$ cat src/rtl/top_fdct_mul_arb_pkg.sv
// Shared sizes and types for the fdct multiplier arbiter.
package top_fdct_mul_arb_pkg;

  localparam int unsigned NUM_REQ    = 4;
  localparam int unsigned ID_WIDTH   = $clog2(NUM_REQ);
  localparam int unsigned DIN0_WIDTH = 16;
  localparam int unsigned DIN1_WIDTH = 13;
  localparam int unsigned DOUT_WIDTH = DIN0_WIDTH + DIN1_WIDTH;

  typedef logic [NUM_REQ-1:0]  grant_t;
  typedef logic [ID_WIDTH-1:0] id_t;

  // Round-robin successor of a requester id, wrapping NUM_REQ-1 -> 0.
  function automatic id_t next_ptr(input id_t id);
    if (int'(id) == NUM_REQ - 1) begin
      return '0;
    end
    return id + 1'b1;
  endfunction

endpackage

$ cat src/rtl/top_fdct_mul_arbiter_if.sv
// Requester-side and product-side handshake bundle of the multiplier arbiter.
interface top_fdct_mul_arbiter_if
  import top_fdct_mul_arb_pkg::*;
();

  grant_t                                req_valid;
  grant_t                                req_ready;
  logic [NUM_REQ*DIN0_WIDTH-1:0]         req_din0;
  logic [NUM_REQ*DIN1_WIDTH-1:0]         req_din1;
  logic                                  out_valid;
  logic                                  out_ready;
  logic signed [DOUT_WIDTH-1:0]          out_dout;
  id_t                                   out_id;

  // Requesters plus product consumer.
  modport master (
    output req_valid, req_din0, req_din1, out_ready,
    input  req_ready, out_valid, out_dout, out_id
  );

  // The arbiter itself.
  modport slave (
    input  req_valid, req_din0, req_din1, out_ready,
    output req_ready, out_valid, out_dout, out_id
  );

endinterface

$ cat src/rtl/top_fdct_mul_arb_rr.sv
// Combinational round-robin picker: first valid requester at or above rr_ptr, with wrap.
module top_fdct_mul_arb_rr
  import top_fdct_mul_arb_pkg::*;
(
  input  grant_t req_valid_i,
  input  id_t    rr_ptr_i,
  output grant_t grant_o,
  output id_t    grant_id_o,
  output logic   any_o
);

  // Scan NUM_REQ positions starting at the pointer; the first hit wins.
  always_comb begin
    id_t idx;
    grant_o    = '0;
    grant_id_o = '0;
    any_o      = 1'b0;
    idx        = '0;
    for (int k = 0; k < NUM_REQ; k++) begin
      idx = id_t'((int'(rr_ptr_i) + k) % NUM_REQ);
      if (!any_o && req_valid_i[idx]) begin
        any_o        = 1'b1;
        grant_o[idx] = 1'b1;
        grant_id_o   = idx;
      end
    end
  end

endmodule

$ cat src/rtl/top_fdct_mul_mul_16s_13s_29_1_1.sv
// Combinational 16s x 13s -> 29s multiplier shared by the fdct datapaths.
module top_fdct_mul_mul_16s_13s_29_1_1 (
  input  logic signed [15:0] din0,
  input  logic signed [12:0] din1,
  output logic signed [28:0] dout
);

  assign dout = din0 * din1;

endmodule

$ cat src/rtl/top_fdct_mul_arbiter.sv
// Round-robin arbiter feeding one shared multiplier through a two-stage pipeline.
module top_fdct_mul_arbiter
  import top_fdct_mul_arb_pkg::*;
(
  input  logic                   ap_clk,
  input  logic                   ap_rst,
  top_fdct_mul_arbiter_if.slave  bus,
  output logic                   busy
);

  id_t                          rr_ptr_q, rr_ptr_d;
  logic                         s1_valid_q, s1_valid_d;
  logic signed [DIN0_WIDTH-1:0] s1_a_q, s1_a_d;
  logic signed [DIN1_WIDTH-1:0] s1_b_q, s1_b_d;
  id_t                          s1_id_q, s1_id_d;
  logic                         out_valid_q, out_valid_d;
  logic signed [DOUT_WIDTH-1:0] out_dout_q, out_dout_d;
  id_t                          out_id_q, out_id_d;

  grant_t                       grant;
  id_t                          grant_id;
  logic                         grant_any;
  logic                         s1_en;
  logic                         s2_en;
  logic                         accept;
  grant_t                       ready;
  logic signed [DOUT_WIDTH-1:0] mul_dout;
  logic [DIN0_WIDTH-1:0]        din0_arr [NUM_REQ];
  logic [DIN1_WIDTH-1:0]        din1_arr [NUM_REQ];

  top_fdct_mul_arb_rr u_rr (
    .req_valid_i (bus.req_valid),
    .rr_ptr_i    (rr_ptr_q),
    .grant_o     (grant),
    .grant_id_o  (grant_id),
    .any_o       (grant_any)
  );

  top_fdct_mul_mul_16s_13s_29_1_1 u_mul (
    .din0 (s1_a_q),
    .din1 (s1_b_q),
    .dout (mul_dout)
  );

  // Unpack the per-requester operand slices.
  always_comb begin
    for (int i = 0; i < NUM_REQ; i++) begin
      din0_arr[i] = bus.req_din0[i*DIN0_WIDTH +: DIN0_WIDTH];
      din1_arr[i] = bus.req_din1[i*DIN1_WIDTH +: DIN1_WIDTH];
    end
  end

  // Stage enables, grant qualification and next state of both pipeline stages.
  always_comb begin
    s2_en  = !out_valid_q || bus.out_ready;
    s1_en  = !s1_valid_q || s2_en;
    // Ready is forced low while reset is held, even though the flops already read idle.
    ready  = (s1_en && !ap_rst) ? grant : '0;
    accept = grant_any && s1_en && !ap_rst;

    rr_ptr_d    = rr_ptr_q;
    s1_valid_d  = s1_valid_q;
    s1_a_d      = s1_a_q;
    s1_b_d      = s1_b_q;
    s1_id_d     = s1_id_q;
    out_valid_d = out_valid_q;
    out_dout_d  = out_dout_q;
    out_id_d    = out_id_q;

    if (s1_en) begin
      if (accept) begin
        s1_valid_d = 1'b1;
        s1_a_d     = din0_arr[grant_id];
        s1_b_d     = din1_arr[grant_id];
        s1_id_d    = grant_id;
        rr_ptr_d   = next_ptr(grant_id);
      end else begin
        s1_valid_d = 1'b0;
      end
    end

    if (s2_en) begin
      out_valid_d = s1_valid_q;
      if (s1_valid_q) begin
        out_dout_d = mul_dout;
        out_id_d   = s1_id_q;
      end
    end
  end

  // Pipeline and pointer registers; reset drops any in-flight work.
  always_ff @(posedge ap_clk or posedge ap_rst) begin
    if (ap_rst) begin
      rr_ptr_q    <= '0;
      s1_valid_q  <= 1'b0;
      s1_a_q      <= '0;
      s1_b_q      <= '0;
      s1_id_q     <= '0;
      out_valid_q <= 1'b0;
      out_dout_q  <= '0;
      out_id_q    <= '0;
    end else begin
      rr_ptr_q    <= rr_ptr_d;
      s1_valid_q  <= s1_valid_d;
      s1_a_q      <= s1_a_d;
      s1_b_q      <= s1_b_d;
      s1_id_q     <= s1_id_d;
      out_valid_q <= out_valid_d;
      out_dout_q  <= out_dout_d;
      out_id_q    <= out_id_d;
    end
  end

  assign bus.req_ready = ready;
  assign bus.out_valid = out_valid_q;
  assign bus.out_dout  = out_dout_q;
  assign bus.out_id    = out_id_q;
  assign busy          = s1_valid_q | out_valid_q;

endmodule

$ cat src/flat_wrapper.sv
// flat-port wrapper written by rule: the top's interface ports become plain ports
module top_fdct_mul_arbiter_flat import top_fdct_mul_arb_pkg::*;
  (ap_clk, ap_rst, busy, bus_req_valid, bus_req_din0, bus_req_din1, bus_out_ready, bus_req_ready, bus_out_valid, bus_out_dout, bus_out_id);
  top_fdct_mul_arbiter_if bus_i ();
  input  logic ap_clk;
  input  logic ap_rst;
  output logic busy;
  input wire logic [$bits(bus_i.req_valid)-1:0] bus_req_valid;
  input wire logic [$bits(bus_i.req_din0)-1:0] bus_req_din0;
  input wire logic [$bits(bus_i.req_din1)-1:0] bus_req_din1;
  input wire logic [$bits(bus_i.out_ready)-1:0] bus_out_ready;
  output wire logic [$bits(bus_i.req_ready)-1:0] bus_req_ready;
  output wire logic [$bits(bus_i.out_valid)-1:0] bus_out_valid;
  output wire logic [$bits(bus_i.out_dout)-1:0] bus_out_dout;
  output wire logic [$bits(bus_i.out_id)-1:0] bus_out_id;
  assign bus_i.req_valid = bus_req_valid;
  assign bus_i.req_din0 = bus_req_din0;
  assign bus_i.req_din1 = bus_req_din1;
  assign bus_i.out_ready = bus_out_ready;
  assign bus_req_ready = bus_i.req_ready;
  assign bus_out_valid = bus_i.out_valid;
  assign bus_out_dout = bus_i.out_dout;
  assign bus_out_id = bus_i.out_id;
  top_fdct_mul_arbiter u_core (.ap_clk(ap_clk), .ap_rst(ap_rst), .bus(bus_i), .busy(busy));
endmodule
$ cat config.mk
export PLATFORM = sky130hd
export DESIGN_NAME = top_fdct_mul_arbiter_flat
export DESIGN_NICKNAME = d
export VERILOG_FILES = /design/src/rtl/top_fdct_mul_arb_pkg.sv /design/src/rtl/top_fdct_mul_arbiter_if.sv /design/src/rtl/top_fdct_mul_arb_rr.sv /design/src/rtl/top_fdct_mul_mul_16s_13s_29_1_1.sv /design/src/rtl/top_fdct_mul_arbiter.sv /design/src/flat_wrapper.sv
export SDC_FILE = /design/constraint.sdc
export NUM_CORES = 1
export LEC_CHECK = 0
export ABC_AREA = 1
export ABC_CLOCK_PERIOD_IN_PS = 6970
export CAP_MARGIN = 10
export CORE_UTILIZATION = 65
export CTS_CLUSTER_SIZE = 25
export DETAILED_ROUTE_END_ITERATION = 8
export DONT_BUFFER_PORTS = 1
export PLACE_DENSITY = 0.81
export RECOVER_POWER = 25
export SLEW_MARGIN = 30
export SYNTH_ARGS = -nofsm -noshare
export SYNTH_HDL_FRONTEND = slang
export SYNTH_SLANG_ARGS = --single-unit
$ cat constraint.sdc
create_clock -name ap_clk -period 6.97 [get_ports ap_clk]
set_input_delay 1.7425 -clock ap_clk [delete_from_list [all_inputs] [get_ports ap_clk]]
set_output_delay 1.7425 -clock ap_clk [all_outputs]
set_load 0.01 [all_outputs]
==> flow_summary.json, run 1 <==
{
  "hpwl_um": 24100,
  "detail_route.wl_per_cell_um": 15.7,
  "cts.clk_slew.worst_paths_ps": 60,
  "r2r_cells": 18,
  "grt_start_max_net_pins": 67,
  "synth_nets": 2088,
  "crit_family": "adder cells",
  "die_h_um": 139,
  "gp_congestion": 0.936,
  "hp-class": "reg -> reg",
  "overflow": 0,
  "cp_slowest_cell": "dfrtp_1",
  "io_pins": 160,
  "clock_sinks": 66,
  "setup_viol": 0,
  "io_buffers": 0,
  "drive_gt1_share_pct": 3.06,
  "rsz0062_at_grt": "no",
  "cp.arrival_ps": 6100,
  "die_w_um": 139,
  "synthFlopType": "dfrtp_1",
  "endpoint_kind": "flip-flop",
  "core_mm2": 0.0182,
  "yosysUniqueCellTypes": 41,
  "multi_input_area_mm2": 0.00879,
  "tns_ps": 0,
  "critPathRequiredTime_ps": 7200,
  "synth_edf_count": 0,
  "max_stage_delay_ps": 750,
  "setup.worst_path.class": "reg -> reg",
  "netlist_instances": 1689,
  "cp-start-kind": "flip-flop",
  "hold_viol": 0,
  "rows": 49,
  "synthArstFlopShare_pct": 100,
  "htreeDepth": 3,
  "antenna_found_initial": 0,
  "holdPathStages": 2,
  "n_fill_cell": 1578,
  "final_nets": 2029,
  "maxSlewHeadroom_pct": -146,
  "ant_nets": 0,
  "fin_crit_ps": 5870,
  "cts_tree": "yes",
  "firstDrtPassIters": 9,
  "viasPerCell": 5.46,
  "drtIter0Drc": 705,
  "cp_max_fo": 17,
  "cts_setup_buffers": 0,
  "path_depth": 18,
  "yosysWarningCount": 0,
  "syn-cell-area_mm2": 0.0122,
  "diodes": 0,
  "syn2layout_area_growth_pct": 2.63,
  "drcViolationCount": 1,
  "cts_resized": 0,
  "cts_made_buffers": 9,
  "seq_area_mm2": 0.00165,
  "drt_wl_total_um": 29300,
  "cpMostUsedCell": "fa_1",
  "violations": "design-rule violations, max-capacitance violations, max-slew violations",
  "fin_crit_sh_pct": 84.3,
  "yosysSeqAreaShare_pct": 13.5,
  "drv_slew": 67,
  "initial_core_util_pct": 67.2,
  "fin_worst_skew_ps": 18.2,
  "status": "finished with violations",
  "ys_ff_latch": 66,
  "fmax_ghz": 0.170,
  "worst_pin_slew_ps": 3690,
  "grt_pass1_vias": 10623,
  "clock_path_buffers": 2,
  "track_usage_pct": 32.3,
  "hold_buffers": 0,
  "cts_root_buf": "clkbuf_16",
  "grt_pass1_wl_um": 49800,
  "crit_chain": "nand2_1 -> fa_1 -> fa_1 -> inv_1 -> fa_1 -> fa_1 -> inv_1 -> fa_1 -> inv_1 -> ha_1 -> ha_1 -> a21oi_1 -> o21ai_0 -> a21oi_1 -> nand3_1 -> or2_2 -> nand3_1 -> nand2_1",
  "avgSynthCellArea_um2": 7.25,
  "clk_latency_ps": 360,
  "maxCapViolCount": 1,
  "dieArea_mm2": 0.0194,
  "cp_num_buf_inv": 3,
  "vias": 10181
}
-- area by class of cell --
type                            instances  area share, %
Inverter                              382           11.5
Clock inverter                          7          0.996
Tap cell                              229           2.28
Clock buffer                            9           1.79
Multi-Input combinational cell       1164           70.0
Timing Repair Buffer                    7          0.358
Sequential cell                        66           13.1
-- worst min-delay path, cell delays in order, from the launching register on --
cell and delay [ps]:
dfrtp_1 350, nand2_1 50, nand2_1 50
-- stage by stage --
stage                     worst slack (ps)  instances  hold WS, ps  cell area, um^2  util (%)
after floorplan                       1660       1689          442            12200         -
after global placement                1180       1848          458            12200      67.1
after detailed placement              1130       1848          463            12200      67.1
after CTS                             1110       1864          483            12600      69.0
after global routing                   821       1864          514            12600      69.0
final                                 1100       1864          486            12600      69.0
-- flip-flops by register name, summed over array words and instances (netlist names) --
name,cells
u_core.bus.out_id,2
u_core.s1_valid_q,1
u_core.s1_a_q,16
u_core.s1_id_q,2
u_core.rr_ptr_q,2
u_core.bus.out_dout,29
u_core.bus.out_valid,1
u_core.s1_b_q,13
-- cells in the final DEF (no fill, tap or decap), types with 2 or more instances in the layout --
cell type  netlist  layout
buf_4            8       5
nor2_1          53      53
a31oi_1         10      10
clkinv_4         0       3
ha_1            81      81
inv_2            4       4
o221ai_1         2       2
bufinv_16        0       3
a21oi_1         30      30
nand3_1        116     116
clkinv_1         2       2
or2_2            8       8
xnor2_1          8       8
xor2_1           8       8
nand3b_1         2       2
inv_6            1       2
nor2_2           2       2
nand4_1         14      14
nand3_2          2       2
o21ai_0         36      36
inv_1          374     374
nand2_1        569     568
clkbuf_1        49       2
nor3_1           4       4
o21bai_1         5       5
dfrtp_1         66      66
nand2_4          3       4
nand2_2          6       6
fa_1           195     195
clkbuf_16        0       9
-- kinds of logic after synthesis --
group	after synthesis	synth area share, %
AO/OA/AOI/OAI	90	4.08
XOR/XNOR	16	1.14
adder cells (fa/ha/maj)	276	40.2
buffers and inverters	459	14.8
flip-flops	66	13.5
AND/OR/NAND/NOR	782	26.3
-- worst paths after layout --
check,from,end,slack (ps)
worst max-delay path,u_core.s1_b_q[2],u_core.bus.out_dout[22],1100
min in group asynchronous,ap_rst,u_core.bus.out_dout[27],2740
worst min-delay path,u_core.s1_id_q[1],u_core.bus.out_id[1],490
max in group asynchronous,ap_rst,u_core.s1_a_q[14],2160
worst max register to register,u_core.s1_b_q[2],u_core.bus.out_dout[22],1100
worst min register to register,u_core.s1_id_q[1],u_core.bus.out_id[1],490
-- cell usage after synthesis (all sizes together) (2+ instances only) --
master | instances | area [um^2]
nand2 | 578 | 2210
inv | 380 | 1430
fa | 195 | 3900
nand3 | 118 | 601
ha | 81 | 1010
dfrtp | 66 | 1650
nor2 | 55 | 211
clkbuf | 49 | 184
o21ai | 36 | 180
a21oi | 30 | 150
buf | 28 | 184
nand4 | 15 | 109
a31oi | 10 | 62.6
or2 | 8 | 50.1
xnor2 | 8 | 70.1
xor2 | 8 | 70.1
o21bai | 5 | 37.5
nor3 | 4 | 20.0
clkinv | 2 | 7.51
nand3b | 2 | 15.0
o221ai | 2 | 17.5
-- layer usage --
metal	share of wire [%]	up-vias	track usage (%)	routed length (um)
li1	-	4861	-	-
met1	40	4905	39.8	11800
met4	2.7	0	11.5	795
met3	5.3	60	3.75	1570
met5	0	-	0	0
met2	52	355	58.6	15200
Power of run 1 is left out: the tool's default activity adds up to more than one toggle a clock period on the data nets, which glitch-free logic cannot reach.
==> run 2: changes to the inputs <==
--- a/config.mk
+++ b/config.mk
@@ -6,7 +6,7 @@
 export NUM_CORES = 1
 export LEC_CHECK = 0
 export ABC_AREA = 1
-export ABC_CLOCK_PERIOD_IN_PS = 6970
+export ABC_CLOCK_PERIOD_IN_PS = 6100
 export CAP_MARGIN = 10
 export CORE_UTILIZATION = 65
 export CTS_CLUSTER_SIZE = 25
==> constraint.sdc (replaced) <==
create_clock -name ap_clk -period 6.1 [get_ports ap_clk]
set_input_delay 1.525 -clock ap_clk [delete_from_list [all_inputs] [get_ports ap_clk]]
set_output_delay 1.525 -clock ap_clk [all_outputs]
set_load 0.01 [all_outputs]
==> run 2 against run 1 <==
- the flow still finishes with violations (design-rule violations, max-capacitance violations, max-slew violations)
- wire length up 4.1%
- first-iteration DRC count decreased by 15%
- critical path depth up 4
- cell count increased by 0.27%
- via count up 1.2%
- count of clock-buffer cells in the layout stayed put
- setup slack got worse by 760 ps
- cell area up 0.15%
- fmax increased by 1.9%
==> flow_summary.json, run 2 (synthesis results as in run 1) <==
{
  "drcViolationCount": 1,
  "cts_root_buf": "clkbuf_16",
  "maxSlewHeadroom_pct": -150,
  "cp-start-kind": "flip-flop",
  "seq_area_mm2": 0.00165,
  "grt_pass1_vias": 10603,
  "diodes": 0,
  "largest_reg_flops": 29,
  "clk_latency_ps": 350,
  "detail_route.wl_per_cell_um": 16.3,
  "hp-class": "reg -> reg",
  "ant_nets": 0,
  "endpoint_kind": "flip-flop",
  "multi_input_area_mm2": 0.00879,
  "layout_common_cells": "nand2_1, inv_1, fa_1",
  "cp_max_fo": 14,
  "io_buffers": 0,
  "fin_crit_ps": 5760,
  "dieArea_mm2": 0.0194,
  "fin_crit_sh_pct": 94.5,
  "clock_path_buffers": 2,
  "drv_slew": 67,
  "cts_tree": "yes",
  "worst_pin_slew_ps": 3750,
  "antenna_found_initial": 0,
  "final_nets": 2034,
  "tns_ps": 0,
  "viasPerCell": 5.52,
  "track_usage_pct": 33.2,
  "cts.clk_slew.worst_paths_ps": 60,
  "vias": 10308,
  "io_pins": 160,
  "cts_setup_buffers": 0,
  "initial_core_util_pct": 67.2,
  "layout_commonest_cell": "nand2_1",
  "grt_start_max_net_pins": 67,
  "setup_viol": 0,
  "critPathRequiredTime_ps": 6330,
  "clock_sinks": 66,
  "rsz0062_at_grt": "no",
  "cts_resized": 0,
  "setup.worst_path.class": "reg -> reg",
  "n_fill_cell": 1551,
  "die_h_um": 139,
  "drive_gt1_share_pct": 3.54,
  "hold_viol": 0,
  "firstDrtPassIters": 9,
  "syn2layout_area_growth_pct": 2.78,
  "cp.arrival_ps": 6000,
  "violations": "design-rule violations, max-capacitance violations, max-slew violations",
  "drtIter0Drc": 596,
  "status": "finished with violations",
  "htreeDepth": 3,
  "fmax_ghz": 0.173,
  "gp_congestion": 1.00,
  "drt_wl_total_um": 30500,
  "hold_buffers": 0,
  "die_w_um": 139,
  "fin_worst_skew_ps": 12.7,
  "cts_made_buffers": 9,
  "core_mm2": 0.0182,
  "grt_pass1_wl_um": 50500,
  "overflow": 0,
  "hpwl_um": 24900,
  "rows": 49,
  "maxCapViolCount": 1
}
## run 2: cell count changes in the layout (fill, tap and decap cells not counted)
cell	before	now
dfrtp_2	0	2
clkbuf_1	2	1
buf_4	5	11
bufinv_16	3	2
clkinv_4	3	2
clkinv_2	0	1
inv_6	2	3
dfrtp_1	66	64
## run 2: critical path: stages, from the launching register on
cell and delay [ps]:
dfrtp_1 660, nand2_1 230, fa_1 640, inv_1 150
fa_1 630, inv_1 130, fa_1 490, inv_1 50
fa_1 490, inv_1 50, fa_1 500, inv_1 40
ha_1 280, ha_1 340, inv_1 70, nor3_1 320
nand2_1 80, nor2_1 100, nand2_1 60, nand3_1 130
nand3_1 80, nand3_1 80, nand2_1 50
## run 2: final cells by class
cell class,count,area share (%)
Multi-Input combinational cell,1164,69.9
Sequential cell,66,13.1
Inverter,382,11.5
Tap cell,229,2.28
Clock buffer,9,1.79
Clock inverter,7,0.795
Timing Repair Buffer,12,0.686
## run 2: path summary, 6_finish.rpt
check / startpoint / to / depth (start not counted) / slack [ps]
setup / recovery: u_core.s1_a_q[15] / u_core.bus.out_dout[28] / 22 / 340
max in group asynchronous: ap_rst / u_core.s1_b_q[2] / 2 / 1160
min in group asynchronous: ap_rst / u_core.bus.out_dout[0] / 2 / 2550
setup reg to reg: u_core.s1_a_q[15] / u_core.bus.out_dout[28] / 22 / 340
hold reg to reg: u_core.s1_id_q[0] / u_core.bus.out_id[0] / 2 / 480
hold / removal: u_core.s1_id_q[0] / u_core.bus.out_id[0] / 2 / 480
## run 2: through the flow
stage | cells | utilization, % | setup slack (ps) | hold WS (ps) | cell area (um^2)
after floorplan | 1689 | - | 843 | 442 | 12200
after global placement | 1853 | 67.3 | 416 | 451 | 12300
after detailed placement | 1853 | 67.3 | 372 | 463 | 12300
after CTS | 1869 | 69.1 | 342 | 482 | 12600
after global routing | 1869 | 69.1 | 21.2 | 500 | 12600
final | 1869 | 69.1 | 335 | 476 | 12600
## run 2: metal layers
metal / track usage [%] / wire [um] / up-vias
li1: - / - / 4867
met1: 39.7 / 11400 / 4939
met2: 61.4 / 16100 / 433
met3: 3.54 / 2040 / 69
met4: 12.7 / 974 / 0
met5: 0 / 0 / -
Power of run 2 is left out for the same reason.
